## config.mk

```make
export PLATFORM = sky130hd
export DESIGN_NAME = uart_sram_tx_interface
export DESIGN_NICKNAME = d
export VERILOG_FILES = /design/src/rtl/uart_sram_tx_interface_pkg.sv /design/src/rtl/uart_sram_tx_interface_serializer.sv /design/src/rtl/uart_sram_tx_interface.sv
export SDC_FILE = /design/constraint.sdc
export NUM_CORES = 1
export LEC_CHECK = 0
export ABC_AREA = 1
export CAP_MARGIN = 20
export CORE_MARGIN = 3
export CORE_UTILIZATION = 56
export CTS_BUF_LIST = sky130_fd_sc_hd__clkbuf_8
export DETAILED_ROUTE_END_ITERATION = 8
export PLACE_DENSITY = 0.94
export SLEW_MARGIN = 10
export SYNTH_ARGS = -nofsm -noshare
export SYNTH_HDL_FRONTEND = slang
export SYNTH_SLANG_ARGS = --single-unit
```

## constraint.sdc

```tcl
create_clock -name Clock -period 3.4 [get_ports Clock]
set_input_delay 0.68 -clock Clock [delete_from_list [all_inputs] [get_ports Clock]]
set_output_delay 0.68 -clock Clock [all_outputs]
set_load 0.005 [all_outputs]
```

## src/rtl/uart_sram_tx_interface_pkg.sv

```systemverilog
// State types and UART framing constants shared by the SRAM-side interfaces.
// UART_TX_PARITY_EN switches the transmit framing from 8N1 to 8E1.
package uart_sram_tx_interface_pkg;

  typedef enum logic [2:0] {
    S_IDLE,
    S_ENABLE_UART_RX,
    S_WAIT_UART_RX,
    S_VGA,
    S_UART_TX
  } top_state_type;

  typedef enum logic [2:0] {
    S_TX_IDLE,
    S_TX_READ,
    S_TX_WAIT,
    S_TX_SEND_HI,
    S_TX_SEND_LO,
    S_TX_DONE
  } tx_state_type;

`ifdef UART_TX_PARITY_EN
  localparam int UART_BITS_PER_FRAME = 11;
`else
  localparam int UART_BITS_PER_FRAME = 10;
`endif

  typedef logic [UART_BITS_PER_FRAME-1:0] uart_frame_t;

  // Bit 0 leaves the pin first: start, data LSB first, optional parity, stop.
  function automatic uart_frame_t build_frame(input logic [7:0] data);
`ifdef UART_TX_PARITY_EN
    return {1'b1, ^data, data, 1'b0};
`else
    return {1'b1, data, 1'b0};
`endif
  endfunction

endpackage

```

## src/rtl/uart_sram_tx_interface_serializer.sv

```systemverilog
// One-byte UART transmitter: Load is taken only while Idle, each bit lasts
// CLKS_PER_BIT cycles, Byte_done marks the last cycle of the stop bit.
module uart_tx_serializer
  import uart_sram_tx_interface_pkg::*;
#(
  parameter int CLKS_PER_BIT = 434
) (
  input  logic       Clock,
  input  logic       Reset,
  input  logic       Load,
  input  logic [7:0] Data,
  output logic       TX,
  output logic       Byte_done,
  output logic       Idle
);

  localparam int BAUD_W = (CLKS_PER_BIT > 1) ? $clog2(CLKS_PER_BIT) : 1;
  localparam logic [BAUD_W-1:0] BAUD_LAST = BAUD_W'(CLKS_PER_BIT - 1);
  localparam logic [3:0] BIT_LAST = 4'(UART_BITS_PER_FRAME - 1);

  uart_frame_t       frame_q;
  logic              active_q;
  logic [BAUD_W-1:0] baud_q;
  logic [3:0]        bit_q;
  logic              bit_end;

  assign bit_end   = active_q && (baud_q == BAUD_LAST);
  assign Byte_done = bit_end && (bit_q == BIT_LAST);
  assign Idle      = !active_q;
  // Shift register resets to ones so the line idles high, even mid-frame.
  assign TX        = frame_q[0];

  always_ff @(posedge Clock or posedge Reset) begin
    if (Reset) begin
      frame_q  <= '1;
      active_q <= 1'b0;
      baud_q   <= '0;
      bit_q    <= '0;
    end else if (!active_q) begin
      if (Load) begin
        frame_q  <= build_frame(Data);
        active_q <= 1'b1;
        baud_q   <= '0;
        bit_q    <= '0;
      end
    end else if (bit_end) begin
      frame_q <= {1'b1, frame_q[UART_BITS_PER_FRAME-1:1]};
      baud_q  <= '0;
      bit_q   <= bit_q + 4'd1;
      if (bit_q == BIT_LAST) begin
        active_q <= 1'b0;
      end
    end else begin
      baud_q <= baud_q + BAUD_W'(1);
    end
  end

endmodule

```

## src/rtl/uart_sram_tx_interface.sv

```systemverilog
// Dumps Word_count SRAM words out of UART_TX_O, high byte first; first start bit
// appears 2+SRAM_READ_LATENCY cycles after Start. Framing set by UART_TX_PARITY_EN.
module uart_sram_tx_interface
  import uart_sram_tx_interface_pkg::*;
#(
  parameter int CLKS_PER_BIT      = 434,
  parameter int SRAM_READ_LATENCY = 2
) (
  input  logic        Clock,
  input  logic        Reset,
  input  logic        Start,
  input  logic [17:0] Start_address,
  input  logic [17:0] Word_count,
  output logic [17:0] SRAM_address,
  input  logic [15:0] SRAM_read_data,
  output logic        SRAM_we_n,
  output logic        UART_TX_O,
  output logic        Busy,
  output logic        Done
);

  localparam int WAIT_W = $clog2(SRAM_READ_LATENCY + 1);
  localparam logic [WAIT_W-1:0] WAIT_LAST = WAIT_W'(SRAM_READ_LATENCY - 1);

  tx_state_type      state_q;
  tx_state_type      state_d;
  logic [17:0]       count_q;
  logic [15:0]       word_q;
  logic [WAIT_W-1:0] wait_q;
  logic              busy_q;
  logic              ser_load;
  logic [7:0]        ser_data;
  logic              byte_done;
  logic              ser_idle;

  assign SRAM_we_n = 1'b1;
  assign Busy      = busy_q;

  uart_tx_serializer #(
    .CLKS_PER_BIT(CLKS_PER_BIT)
  ) u_serializer (
    .Clock    (Clock),
    .Reset    (Reset),
    .Load     (ser_load),
    .Data     (ser_data),
    .TX       (UART_TX_O),
    .Byte_done(byte_done),
    .Idle     (ser_idle)
  );

  always_ff @(posedge Clock or posedge Reset) begin
    if (Reset) begin
      state_q <= S_TX_IDLE;
    end else begin
      state_q <= state_d;
    end
  end

  always_comb begin
    state_d = state_q;
    unique case (state_q)
      S_TX_IDLE: begin
        if (Start) begin
          state_d = (Word_count == '0) ? S_TX_DONE : S_TX_READ;
        end
      end
      S_TX_READ:    state_d = S_TX_WAIT;
      S_TX_WAIT: begin
        if (wait_q == WAIT_LAST) begin
          state_d = S_TX_SEND_HI;
        end
      end
      S_TX_SEND_HI: begin
        if (byte_done) begin
          state_d = S_TX_SEND_LO;
        end
      end
      S_TX_SEND_LO: begin
        if (byte_done) begin
          state_d = (count_q == 18'd1) ? S_TX_DONE : S_TX_READ;
        end
      end
      S_TX_DONE:    state_d = S_TX_IDLE;
      default:      state_d = S_TX_IDLE;
    endcase
  end

  // The serializer goes idle on the byte_done edge, so the low byte is
  // handed over exactly one cycle after the high byte finishes.
  always_comb begin
    ser_load = 1'b0;
    ser_data = word_q[15:8];
    Done     = 1'b0;
    case (state_q)
      S_TX_SEND_HI: ser_load = ser_idle;
      S_TX_SEND_LO: begin
        ser_load = ser_idle;
        ser_data = word_q[7:0];
      end
      S_TX_DONE:    Done = 1'b1;
      default:      ;
    endcase
  end

  always_ff @(posedge Clock or posedge Reset) begin
    if (Reset) begin
      SRAM_address <= '0;
      count_q      <= '0;
      word_q       <= '0;
      wait_q       <= '0;
      busy_q       <= 1'b0;
    end else begin
      case (state_q)
        S_TX_IDLE: begin
          if (Start && (Word_count != '0)) begin
            SRAM_address <= Start_address;
            count_q      <= Word_count;
            busy_q       <= 1'b1;
          end
        end
        S_TX_READ: wait_q <= '0;
        S_TX_WAIT: begin
          if (wait_q == WAIT_LAST) begin
            word_q <= SRAM_read_data;
          end else begin
            wait_q <= wait_q + WAIT_W'(1);
          end
        end
        S_TX_SEND_LO: begin
          if (byte_done) begin
            SRAM_address <= SRAM_address + 18'd1;
            count_q      <= count_q - 18'd1;
          end
        end
        S_TX_DONE: busy_q <= 1'b0;
        default:   ;
      endcase
    end
  end

endmodule

```

==> results.yml, run 1 <==
synthesis:
  syn_nets: 743
  ys_async_sr_fraction: 1.000
  yosys_most_used_dff: "sky130_fd_sc_hd__dfrtp_1"
  top_cell_type_s_share_of_synthesized_area: 0.3654
  netlist_top_cells_count: "246 x sky130_fd_sc_hd__nand2_1, 72 x sky130_fd_sc_hd__dfrtp_1, 66 x sky130_fd_sc_hd__nand3_1"
  average_instance_area_after_synthesis_um2: 7.251
  synth-warning-count: 0
  synthCells: 680
  netlist_top_cells_area: "sky130_fd_sc_hd__dfrtp_1 37%, sky130_fd_sc_hd__nand2_1 19%, sky130_fd_sc_hd__nand3_1 6.7%"
  synth.most_common_cell: "sky130_fd_sc_hd__nand2_1"
  number_of_register_bits_inferred_by_synthesis: 81
  synth.largest_area_cell: "sky130_fd_sc_hd__dfrtp_1"
  synth_cell_type_count: 40
  synth.yosys.seq_area_share: 0.4133
  post_synth_instance_area_um2: 4931
  synth_enable_flop_cells: 0
finish:
  final-instance-count-excl-fill: 859
  area_of_the_multi_input_gates_um2: 2521
  nNetsFinal: 812
  postLayoutCoreUtil: 0.7056
  area_occupied_by_registers_um2: 2038
  num_antenna_cells: 0
  drive_above_1_share: 0.09284
  fillerInstances: 671
  finalInstanceArea_um2: 5914
  syn_to_final_growth_pct: 19.94
placed_design:
  placement.io_buffers: 75
  place.gp.congestion: 0.9233
  dpl.cell_count: 843
  dp_hpwl_um: 8870
  standard_cell_area_after_detailed_placement_um2: 5712
  dp_worst_setup_slack_ns: 0.7619
routing:
  drt-initial-drc-count: 311
  ant_nets: 0
  first_pass_iters: 7
  vias: 4808
  route.detailed.drc: 0
  route.detailed.wl_per_inst_um: 14.37
  avgViaCountPerCell: 5.597
  detail_route.wirelength_um: 12340
floorplanning:
  fp.dieW_um: 99.84
  initial_utilization: 0.5883
  ports: 77
  floorplan.rows: 33
  fp.dieArea_um2: 9967
  core_area_um2: 8382
  dieHeight_um: 99.84
sta:
  setup_ws_final_ns: 0.8355
  highest_achievable_clock_rate_mhz: 389.9
  final_setup_violations: 0
  finalCritPeriodShare: 0.7543
  finalSetupTns_ns: 0
  headroom_to_the_max_slew_limit: 0.5956
  finalHoldViolations: 0
  grt_setup_unrepaired: "false"
  final-max-slew-violation-count: 0
  tightest_slew_ns: 0.6057
  finClkSkew_ns: 0.01249
  finalWorstPathRequiredPeriod_ns: 2.564
  hold-worst-slack_ns: 0.4729
power_and_ir_drop:
  max-vdd-ir-drop_v: 0.0004665
  power.total_mw: 4.405
  p_leak_nw: 2.772
  power_density_nw_per_um2: 744.8
critical_path:
  critPathArrivalTime_ns: 1.88
  worst_r2r_endpoint: "count_q[16]$_DFFE_PP0P_"
  reg2reg_from: "state_q[1]$_DFFE_PP0P_"
  critPathLaunchType: "register"
  timing_worst_setup_path_type: "reg -> out"
  critical_path_required_ns: 2.72
  rrSetupSlack_ns: 1.05
  cp-end-kind: "primary output"
  critPathMaxFanout: 4
  reg2regPathDepth: 8
grt:
  overflow: 0
  antenna_violations_before_repair: 0
  via_count_of_the_first_global_routing_pass: 4857
  grt_max_degree: 57
  grt_first_pass_wirelength_um: 21140
  groute.usage.overall: 0.2585
worst_hold_path:
  worst_hold_path_cells: 2
  min-delay-path-class: "reg -> reg"
  whs_endpoint: "u_serializer.frame_q[5]$_DFFE_PP1P_"
  hold_path.startpoint: "u_serializer.frame_q[5]$_DFFE_PP1P_"
status:
  run_status: "completed"
clock_network:
  clock_tree.htree_level_count: 3
  cts_bufs_inserted: 9
  tritoncts: "done"
  cts_sinks: 81
  cts-hold-fix-buffers: 0
  cts_root_buf: "sky130_fd_sc_hd__clkbuf_8"
  post_cts.repair.setup_buffers: 0
  cts.reportedPaths.clkPinSlew_ns: 0.09
  ctsResizeCount: 0
  clock_latency_ns: 0.36
  cts-root-to-sink-buffers: 2
flow_run:
  drv.max_cap_violation_count: 0
[layout make-up]
class | instances | share of cell area
clock buffer | 10 | 0.02327
clock inverter | 6 | 0.01100
inverter | 64 | 0.04104
multi-input combinational | 516 | 0.4263
sequential | 81 | 0.3446
tap | 105 | 0.02221
timing repair buffer | 77 | 0.1316
[cells in the final DEF, fill, tap and decap left out, types with 2 or more instances in the layout]
cell type                           n
sky130_fd_sc_hd__nand2_1          246
sky130_fd_sc_hd__dfstp_2            9
sky130_fd_sc_hd__o21ai_1           13
sky130_fd_sc_hd__o21ai_0           34
sky130_fd_sc_hd__nor2_2             2
sky130_fd_sc_hd__inv_1             54
sky130_fd_sc_hd__xnor2_1            3
sky130_fd_sc_hd__nand3b_1           4
sky130_fd_sc_hd__mux2_2            16
sky130_fd_sc_hd__clkdlybuf4s50_1   75
sky130_fd_sc_hd__o21bai_1           2
sky130_fd_sc_hd__clkbuf_8          10
sky130_fd_sc_hd__xor2_1             4
sky130_fd_sc_hd__inv_2              9
sky130_fd_sc_hd__or2_2              6
sky130_fd_sc_hd__nor3_1             2
sky130_fd_sc_hd__nor2_1            60
sky130_fd_sc_hd__ha_1               8
sky130_fd_sc_hd__nand2_4            3
sky130_fd_sc_hd__dfrtp_1           72
sky130_fd_sc_hd__a31oi_1            2
sky130_fd_sc_hd__nand3_1           66
sky130_fd_sc_hd__a21oi_1            7
sky130_fd_sc_hd__o211ai_1           7
sky130_fd_sc_hd__nand2_2            3
sky130_fd_sc_hd__nand4_1           10
sky130_fd_sc_hd__and2_0             2
sky130_fd_sc_hd__clkinv_2           2
sky130_fd_sc_hd__o22ai_1            5
sky130_fd_sc_hd__or2_0              3
[worst max path at each step]
stage / end / slack [ns] / startpoint
finish: Done / 0.84 / state_q[2]$_DFFE_PP0P_
global route: Done / 0.86 / state_q[2]$_DFFE_PP0P_
CTS: Done / 0.89 / state_q[2]$_DFFE_PP0P_
detailed placement: count_q[16]$_DFFE_PP0P_ / 0.76 / Word_count[12]
global placement: SRAM_address[16]$_DFFE_PP0P_ / 0.86 / Word_count[13]
floorplan: Busy$_DFFE_PP0P_ / 0.65 / Reset
[registers in the layout (all words and copies together) (netlist names)]
| name | flops |
|---|---|
| wait_q | 2 |
| count_q | 18 |
| u_serializer.baud_q | 9 |
| SRAM_address | 18 |
| state_q | 3 |
| word_q | 16 |
| u_serializer.active_q | 1 |
| Busy | 1 |
| u_serializer.bit_q | 4 |
| u_serializer.frame_q | 9 |
[per-layer routing]
metal / up-vias / part of all wire / global-route usage / wire length (um)
li1: 2325 / - / - / -
met1: 2230 / 0.40 / 0.3024 / 4987
met2: 208 / 0.50 / 0.4592 / 6110
met3: 45 / 0.073 / 0.05212 / 903
met4: 0 / 0.028 / 0.1103 / 340
met5: - / 0 / 0 / 0
[critical path, stage by stage, from the launching register on]
cell and delay, ns:
sky130_fd_sc_hd__dfrtp_1 0.45, sky130_fd_sc_hd__inv_1 0.11, sky130_fd_sc_hd__nor3_1 0.37, sky130_fd_sc_hd__clkdlybuf4s50_1 0.58
[report_power, final]
group | switching [mW] | internal, mW
logic | 1.03 | 0.806
clock network | 0.369 | 0.361
registers | 0.423 | 1.42
[logic make-up after synthesis]
| family | synth area share |
|---|---|
| flip-flops | 0.4133 |
| adder cells (fa/ha/maj) | 0.02030 |
| multiplexers | 0.03857 |
| XOR/XNOR | 0.01243 |
| AND/OR/NAND/NOR | 0.3552 |
| other | 0.0007605 |
| buffers and inverters | 0.07536 |
| AO/OA/AOI/OAI | 0.08399 |
Power figures use the tool's default switching activity.
==> inputs of run 2 (changes only) <==
clock period = 2.4 ns   (was 3.4 ns; I/O delays follow)
==> results.yml, run 2 (synthesized netlist as in run 1, its figures left out) <==
critical_path:
  rrSetupSlack_ns: 0.43
  worst_path_dominant_cell_family: "buffers and inverters"
  slowest_delay_ns: 0.57
  timing_worst_setup_path_type: "reg -> out"
  timing.critical_path.slowest_stage_cell: "sky130_fd_sc_hd__clkdlybuf4s50_1"
  cp_num_buf_inv: 2
  cp-end-kind: "primary output"
  critPathArrivalTime_ns: 1.86
  critPathMaxFanout: 4
  critical_path_required_ns: 1.92
  critPathLaunchType: "register"
  critical_path.cell_chain: "inv_1 -> nor3_1 -> clkdlybuf4s50_1"
grt:
  grt_most_used_layer: "met2"
  groute.usage.overall: 0.2581
  overflow: 0
  gr-usage-met1: 0.3124
  via_count_of_the_first_global_routing_pass: 4757
  grt_first_pass_wirelength_um: 21080
  grt_use_met3: 0.03683
  grt_max_degree: 45
  gr-usage-met2: 0.4510
  antenna_violations_before_repair: 0
flow_run:
  drv.max_cap_violation_count: 0
power_and_ir_drop:
  power_density_nw_per_um2: 1069
  max-vdd-ir-drop_v: 0.0005078
  p_leak_nw: 2.821
sta:
  finalSetupTns_ns: 0
  setup_ws_final_ns: 0.06025
  grt_setup_unrepaired: "false"
  hold-worst-slack_ns: 0.4748
  final_setup_violations: 0
  final-max-slew-violation-count: 0
  highest_achievable_clock_rate_mhz: 427.4
  finalHoldViolations: 0
  finalWorstPathRequiredPeriod_ns: 2.340
  finalCritPeriodShare: 0.9749
  finClkSkew_ns: 0.01384
floorplanning:
  fp.dieW_um: 99.84
  dieHeight_um: 99.84
  initial_utilization: 0.5883
  core_area_um2: 8382
  ports: 77
  fp.dieArea_um2: 9967
  floorplan.rows: 33
placed_design:
  placement.io_buffers: 75
  dp_worst_setup_slack_ns: 0.1002
  place.gp.congestion: 0.9448
  dp_hpwl_um: 8999
routing:
  route.detailed.drc: 0
  vias: 4819
  route.detailed.wl_per_inst_um: 14.43
  first_pass_iters: 8
  detail_route.wirelength_um: 12460
  ant_nets: 0
  drt-initial-drc-count: 401
  avgViaCountPerCell: 5.584
finish:
  drive_above_1_share: 0.09235
  num_antenna_cells: 0
  area_of_the_multi_input_gates_um2: 2521
  layout_commonest_cell: "sky130_fd_sc_hd__nand2_1"
  layout_top_registers: "SRAM_address (18), count_q (18), word_q (16)"
  syn_to_final_growth_pct: 21.67
  layout_common_cells: "246 x sky130_fd_sc_hd__nand2_1, 75 x sky130_fd_sc_hd__clkdlybuf4s50_1, 72 x sky130_fd_sc_hd__dfrtp_1"
  area_occupied_by_registers_um2: 2038
  nNetsFinal: 816
  fillerInstances: 606
clock_network:
  cts-hold-fix-buffers: 0
  clock_tree.htree_level_count: 3
  post_cts.repair.setup_buffers: 0
  cts_bufs_inserted: 9
  tritoncts: "done"
  cts.reportedPaths.clkPinSlew_ns: 0.09
  cts_sinks: 81
  cts-root-to-sink-buffers: 2
  clock_latency_ns: 0.36
  cts_root_buf: "sky130_fd_sc_hd__clkbuf_8"
  ctsResizeCount: 0
status:
  run_status: "completed"
worst_hold_path:
  min-delay-path-class: "reg -> reg"
-- run 2: cell count changes in the layout (fill, tap and decap cells not counted) --
cell and delta:
sky130_fd_sc_hd__clkbuf_8 -1, sky130_fd_sc_hd__inv_2 -1, sky130_fd_sc_hd__clkinv_2 -2, sky130_fd_sc_hd__inv_1 +4
sky130_fd_sc_hd__buf_12 +2, sky130_fd_sc_hd__clkinv_4 -1, sky130_fd_sc_hd__bufinv_16 +2, sky130_fd_sc_hd__buf_4 +2
sky130_fd_sc_hd__inv_6 -1
-- run 2: cell type report --
| cell class | instances | area share |
|---|---|---|
| flip-flops and latches | 81 | 0.3397 |
| inverters | 64 | 0.04108 |
| clock inverters | 7 | 0.01752 |
| multi-input cells | 516 | 0.4202 |
| clock buffers | 9 | 0.02065 |
| well taps | 105 | 0.02190 |
| repair buffers | 81 | 0.1389 |
-- run 2: through the flow --
| stage | total power [mW] | utilization | area [um^2] | std cells |
|---|---|---|---|---|
| global route | 6.916 | 0.7158 | 6000 | 863 |
| global placement | 5.004 | 0.6885 | 5771 | 847 |
| floorplan | 4.281 | - | 4935 | 680 |
| detailed placement | 5.208 | 0.6885 | 5771 | 847 |
| finish | 6.415 | 0.7158 | 6000 | 863 |
| CTS | 6.378 | 0.7158 | 6000 | 863 |
-- run 2: worst register-to-register path, cell delays in order (launching register included) --
cell	delay, ns
sky130_fd_sc_hd__dfrtp_1	0.42
sky130_fd_sc_hd__inv_1	0.09
sky130_fd_sc_hd__ha_1	0.15
sky130_fd_sc_hd__nand4_1	0.19
sky130_fd_sc_hd__nor2_2	0.20
sky130_fd_sc_hd__nand4_2	0.15
sky130_fd_sc_hd__nand2_4	0.26
sky130_fd_sc_hd__buf_12	0.23
sky130_fd_sc_hd__nand2_1	0.10
sky130_fd_sc_hd__o21ai_1	0.09
-- run 2: where the power goes --
part | switching (mW) | leakage, nW | internal, mW
Combinational | 1.46 | 1.72 | 1.17
Clock | 0.494 | 0.128 | 0.677
Sequential | 0.602 | 0.975 | 2.01
Total | 2.56 | 2.82 | 3.86
-- run 2: routing by layer --
layer,up-vias,wire (um),part of all wire
met4,0,311,0.025
li1,2332,-,-
met1,2214,4804,0.39
met3,39,1007,0.081
met2,234,6332,0.51
met5,-,0,0
-- run 2: path summary, 6_finish.rpt --
kind,cells past startpoint,start,end
setup / recovery,3,state_q[2]$_DFFE_PP0P_,Done
max in group asynchronous,3,Reset,u_serializer.frame_q[3]$_DFFE_PP1P_
hold / removal,2,u_serializer.frame_q[6]$_DFFE_PP1P_,u_serializer.frame_q[6]$_DFFE_PP1P_
setup reg to reg,9,u_serializer.baud_q[1]$_DFFE_PP0P_,count_q[2]$_DFFE_PP0P_
min in group asynchronous,2,Reset,SRAM_address[2]$_DFFE_PP0P_
hold reg to reg,2,u_serializer.frame_q[6]$_DFFE_PP1P_,u_serializer.frame_q[6]$_DFFE_PP1P_
==> edit 1 (config.mk and constraints of run 1) <==
Build with the macro `UART_TX_PARITY_EN` defined.
--- a/src/rtl/uart_sram_tx_interface_pkg.sv
+++ b/src/rtl/uart_sram_tx_interface_pkg.sv
@@ -1,4 +1,6 @@
 // State types and UART framing constants shared by the SRAM-side interfaces.
 // UART_TX_PARITY_EN switches the transmit framing from 8N1 to 8E1.
+`define UART_TX_PARITY_EN
+
 package uart_sram_tx_interface_pkg;
 
Check against the original RTL: no difference found for any inputs over 10 cycles, from zero or initial values and one cycle with Reset high; that may be too few to reach the edited logic, so the function may still have changed.
==> edit 1 against run 1 <==
Area after synthesis up 5.1%; final area is 4.2% higher; first-iteration DRC count up 18%; combinational power rose by 16%; sequential cell count grew 1; non-clock buffer count up 1; power increased by 9.1%; critical path depth up 1; routed wire length grew 2.6%; register-to-register slack gained 0.05 ns; worst setup slack lost 0.067 ns; critical path type unchanged.
==> edit 1: results (changes against run 1) <==
stage	metric	value	unit	change
synthesis	synth top area cells	dfrtp_1 (35%), nand2_1 (15%), o21ai_0 (6.0%)		
synthesis	Synth Area in Compound Gates	0.130		+0.0464
synthesis	flops & latches, synth	82		+1.2%
route	DR vias	5062		+5.3%
min_path	endpoint of the worst hold path	u_serializer.frame_q[0]		
power	Max IR drop VDD	453	µV	-2.8%
synthesis	post-synthesis xor/xnor area fraction	0.0135		+0.00108
cells_and_area	Signal inverters	88		+38%
synthesis	Seq/Total Area, Yosys	0.398		-0.0151
worst_setup_path	Worst Reg-to-Reg Cells	7		-1
synthesis	Synthesized Nets	776		+4.4%
placement	HPWL after DPL	9.05	mm	+2.0%
synthesis	mux share of post-synthesis cell area	0.0152		-0.0234
timing	Worst slew margin	0.425		-0.171
route	drt first pass iters	6		-1
synthesis	synth cell count leaders	nand2_1 (207), inv_1 (80), dfrtp_1 (72), o21ai_0 (62), nor2_1 (59)		
route	Met1 Wirelength	5.09	mm	+2.0%
global_routing	met3 track demand over resource	0.0416		-0.0105
cells_and_area	nonclk buf count	78		+1.3%
worst_setup_path	FF-to-FF setup slack	1.10	ns	+0.05 ns
synthesis	Mapped Avg Cell Area	7.27	µm²	+0.26%
cells_and_area	ClkCell Share	0.0372		+0.00289
outcome	outcome	finished, final reports clean		
cells_and_area	Area Overhead vs Synth	18.9	%	
worst_setup_path	RR Endpoint	SRAM_address[14]		
global_routing	first-pass GRT wire length	21.3	mm	+0.72%
==> edit 1: cell types whose count changed after synthesis, sizes merged, moves of 3 or more <==
cell / delta
a21oi: +21
buf: +9
clkbuf: -4
inv: +24
mux2: -9
nand2: -39
nand3: -15
nand3b: +4
nand4: +3
nor3: +7
o21ai: +30
==> edit 1: worst max-delay path: stages, from the launching register on <==
cell and delay [ns]:
dfrtp_1 0.35, buf_4 0.27, inv_2 0.09, nor3_1 0.32, clkdlybuf4s50_1 0.57
==> edit 1: how the worst max path moves through the flow <==
stage	end	slack, ns	startpoint
2_1_floorplan	Busy	0.63	Reset
3_3_place_gp	count_q[9]	0.82	Word_count[2]
3_5_place_dp	count_q[9]	0.71	Word_count[2]
4_1_cts	Done	0.72	state_q[2]
5_1_grt	Done	0.70	state_q[2]
6_report	Done	0.77	state_q[2]
==> edit 2 (settings of run 1) <==
Made on the original files. Encoding of `tx_state_type`: now one-hot (6 bits for 6 states).
--- a/src/rtl/uart_sram_tx_interface_pkg.sv
+++ b/src/rtl/uart_sram_tx_interface_pkg.sv
@@ -11,11 +11,11 @@
   } top_state_type;
 
-  typedef enum logic [2:0] {
-    S_TX_IDLE,
-    S_TX_READ,
-    S_TX_WAIT,
-    S_TX_SEND_HI,
-    S_TX_SEND_LO,
-    S_TX_DONE
+  typedef enum logic [5:0] {
+    S_TX_IDLE    = 6'b000001,
+    S_TX_READ    = 6'b000010,
+    S_TX_WAIT    = 6'b000100,
+    S_TX_SEND_HI = 6'b001000,
+    S_TX_SEND_LO = 6'b010000,
+    S_TX_DONE    = 6'b100000
   } tx_state_type;
 
Formal check against the unedited RTL: same outputs for any inputs over 10 cycles, from zero or initial values and one cycle with Reset high; not proved beyond that.
==> edit 2 against run 1 <==
Largest power group unchanged; utilization decreased by 1.2 points; worst setup slack better by 0.11 ns; final area increased by 2.8%; sequential cell count rose by 3; combinational power shrank 8%; register-to-register slack better by 0.24 ns; area after synthesis increased by 3.1%; routed wire length about the same; clock skew fell by 0.0024 ns; critical path depth rose by 1; die area grew 2.9%; hold slack better by 0.0039 ns; power decreased by 4.3%.
==> edit 2: results (changes against run 1) <==
stage	metric	value	unit	change
outcome	outcome	finished, final reports clean		
placement	HPWL after DPL	8.86	mm	about the same
power	leakage power	2.90	nW	+4.6%
synthesis	Mapped Avg Cell Area	6.93	µm²	-4.5%
synthesis	synth top area cells	dfrtp_1 (36%), nand2_1 (20%), nand3_1 (6.1%)		
global_routing	GR Util met1	0.303		+0.000887
placement	cell count after placement	902		+7.0%
cells_and_area	post-route insts no fill	918		+6.9%
synthesis	Synthesized Nets	797		+7.3%
route	Routed WL	12.3	mm	about the same
placement	RD Place Congestion	0.835		-9.6%
global_routing	vias in the first global route	4819		-0.78%
synthesis	library cells used by synthesis	35		-13%
power	Psw	1.72	mW	-5.4%
cells_and_area	# fillers	687		+2.4%
cells_and_area	Layout Nets	868		+6.9%
cells_and_area	share of cells above drive strength 1	0.0679		-0.0249
synthesis	Seq/Total Area, Yosys	0.416		+0.00260
timing	Worst Tran Pin Value	0.580	ns	-0.0256 ns
global_routing	Global Route met2 Usage	0.445		-0.0145
timing	worst hold slack	0.477	ns	+0.00392 ns
route	drt via density	5.45		-2.6%
global_routing	met3 track demand over resource	0.0337		-0.0184
synthesis	synth cell count leaders	nand2_1 (277), dfrtp_1 (74), inv_1 (73), nor2_1 (68), nand3_1 (62)		
global_routing	first-pass GRT wire length	21.0	mm	-0.75%
worst_setup_path	Crit path arrival time	1.77	ns	-0.11 ns
power	Max IR drop VDD	343	µV	-26%
global_routing	Total Routing Usage GR	0.251		-0.00751
route	Initial DRC Count	295		-5.1%
route	drt first pass iters	5		-2
worst_setup_path	RR Endpoint	SRAM_address[2]		
min_path	worst min path class	reg -> reg		
worst_setup_path	Worst Reg-to-Reg Cells	8		unchanged
worst_setup_path	FF-to-FF setup slack	1.29	ns	+0.24 ns
placement	Placed Area	0.00588	mm²	+2.9%
min_path	hold path startpoint	word_q[13]		
edit 2: cell types whose count changed in the layout (fill, tap and decap cells not counted), moves of 4 or more:
cell and change:
inv_1 +19, o21ai_1 +8, nand2_1 +31, inv_2 -6
mux2_2 -16, nand3_1 -4, buf_4 +6, o21ai_0 +5
nor2_1 +8, nor2_2 +4
edit 2: stage by stage:
step                      setup WS, ns  power [mW]
final                            0.949        4.21
after CTS                        0.936        4.21
after global placement           0.958        3.36
after detailed placement         0.927        3.48
after global routing             0.842        4.55
after floorplan                  0.571        2.90
edit 2: cells by family after synthesis:
kind of cell | Yosys count | synth area share
flops | 84 | 0.416
mux | 1 | 0.00197
fa+ha+maj | 8 | 0.0197
buf+inv | 99 | 0.0859
simple gates | 450 | 0.374
compound gates | 82 | 0.0866
xor+xnor | 9 | 0.0155
other cells | 1 | 0.000738
edit 2: cell type report:
cell class	instances	area (µm²)	share of cell area
timing repair buffer	82	803	0.132
tap	108	135	0.0222
multi-input combinational	551	2530	0.417
sequential	84	2110	0.348
clock buffer	11	151	0.0249
clock inverter	5	51.3	0.00844
inverter	77	290	0.0478
edit 2: metal layers:
layer / routed length, µm / vias up
met2: 6150 / 221
met5: 0 / -
met1: 4990 / 2277
met3: 887 / 39
li1: - / 2468
met4: 322 / 0
edit 2: worst max-delay path by stage:
stage / start / endpoint / slack (ns)
2_1_floorplan: Reset / Busy / 0.57
3_3_place_gp: Word_count[0] / SRAM_address[7] / 0.96
3_5_place_dp: Word_count[0] / SRAM_address[7] / 0.93
4_1_cts: state_q[3] / Done / 0.94
5_1_grt: state_q[3] / Done / 0.84
6_report: state_q[3] / Done / 0.95
edit 2: power by group through the flow:
stage / Clock, mW / Sequential (mW) / Combinational [mW]
floorplan: 0 / 1.71 / 1.19
global placement: 0 / 1.77 / 1.59
detailed placement: 0 / 1.80 / 1.68
CTS: 0.740 / 1.79 / 1.69
global route: 0.782 / 1.85 / 1.92
finish: 0.729 / 1.80 / 1.69
edit 2: worst max-delay path, stage by stage, from the launching register on:
cell,delay (ns)
dfrtp_1,0.42
nor2_2,0.18
nand3_1,0.10
nor2_1,0.19
clkdlybuf4s50_1,0.54
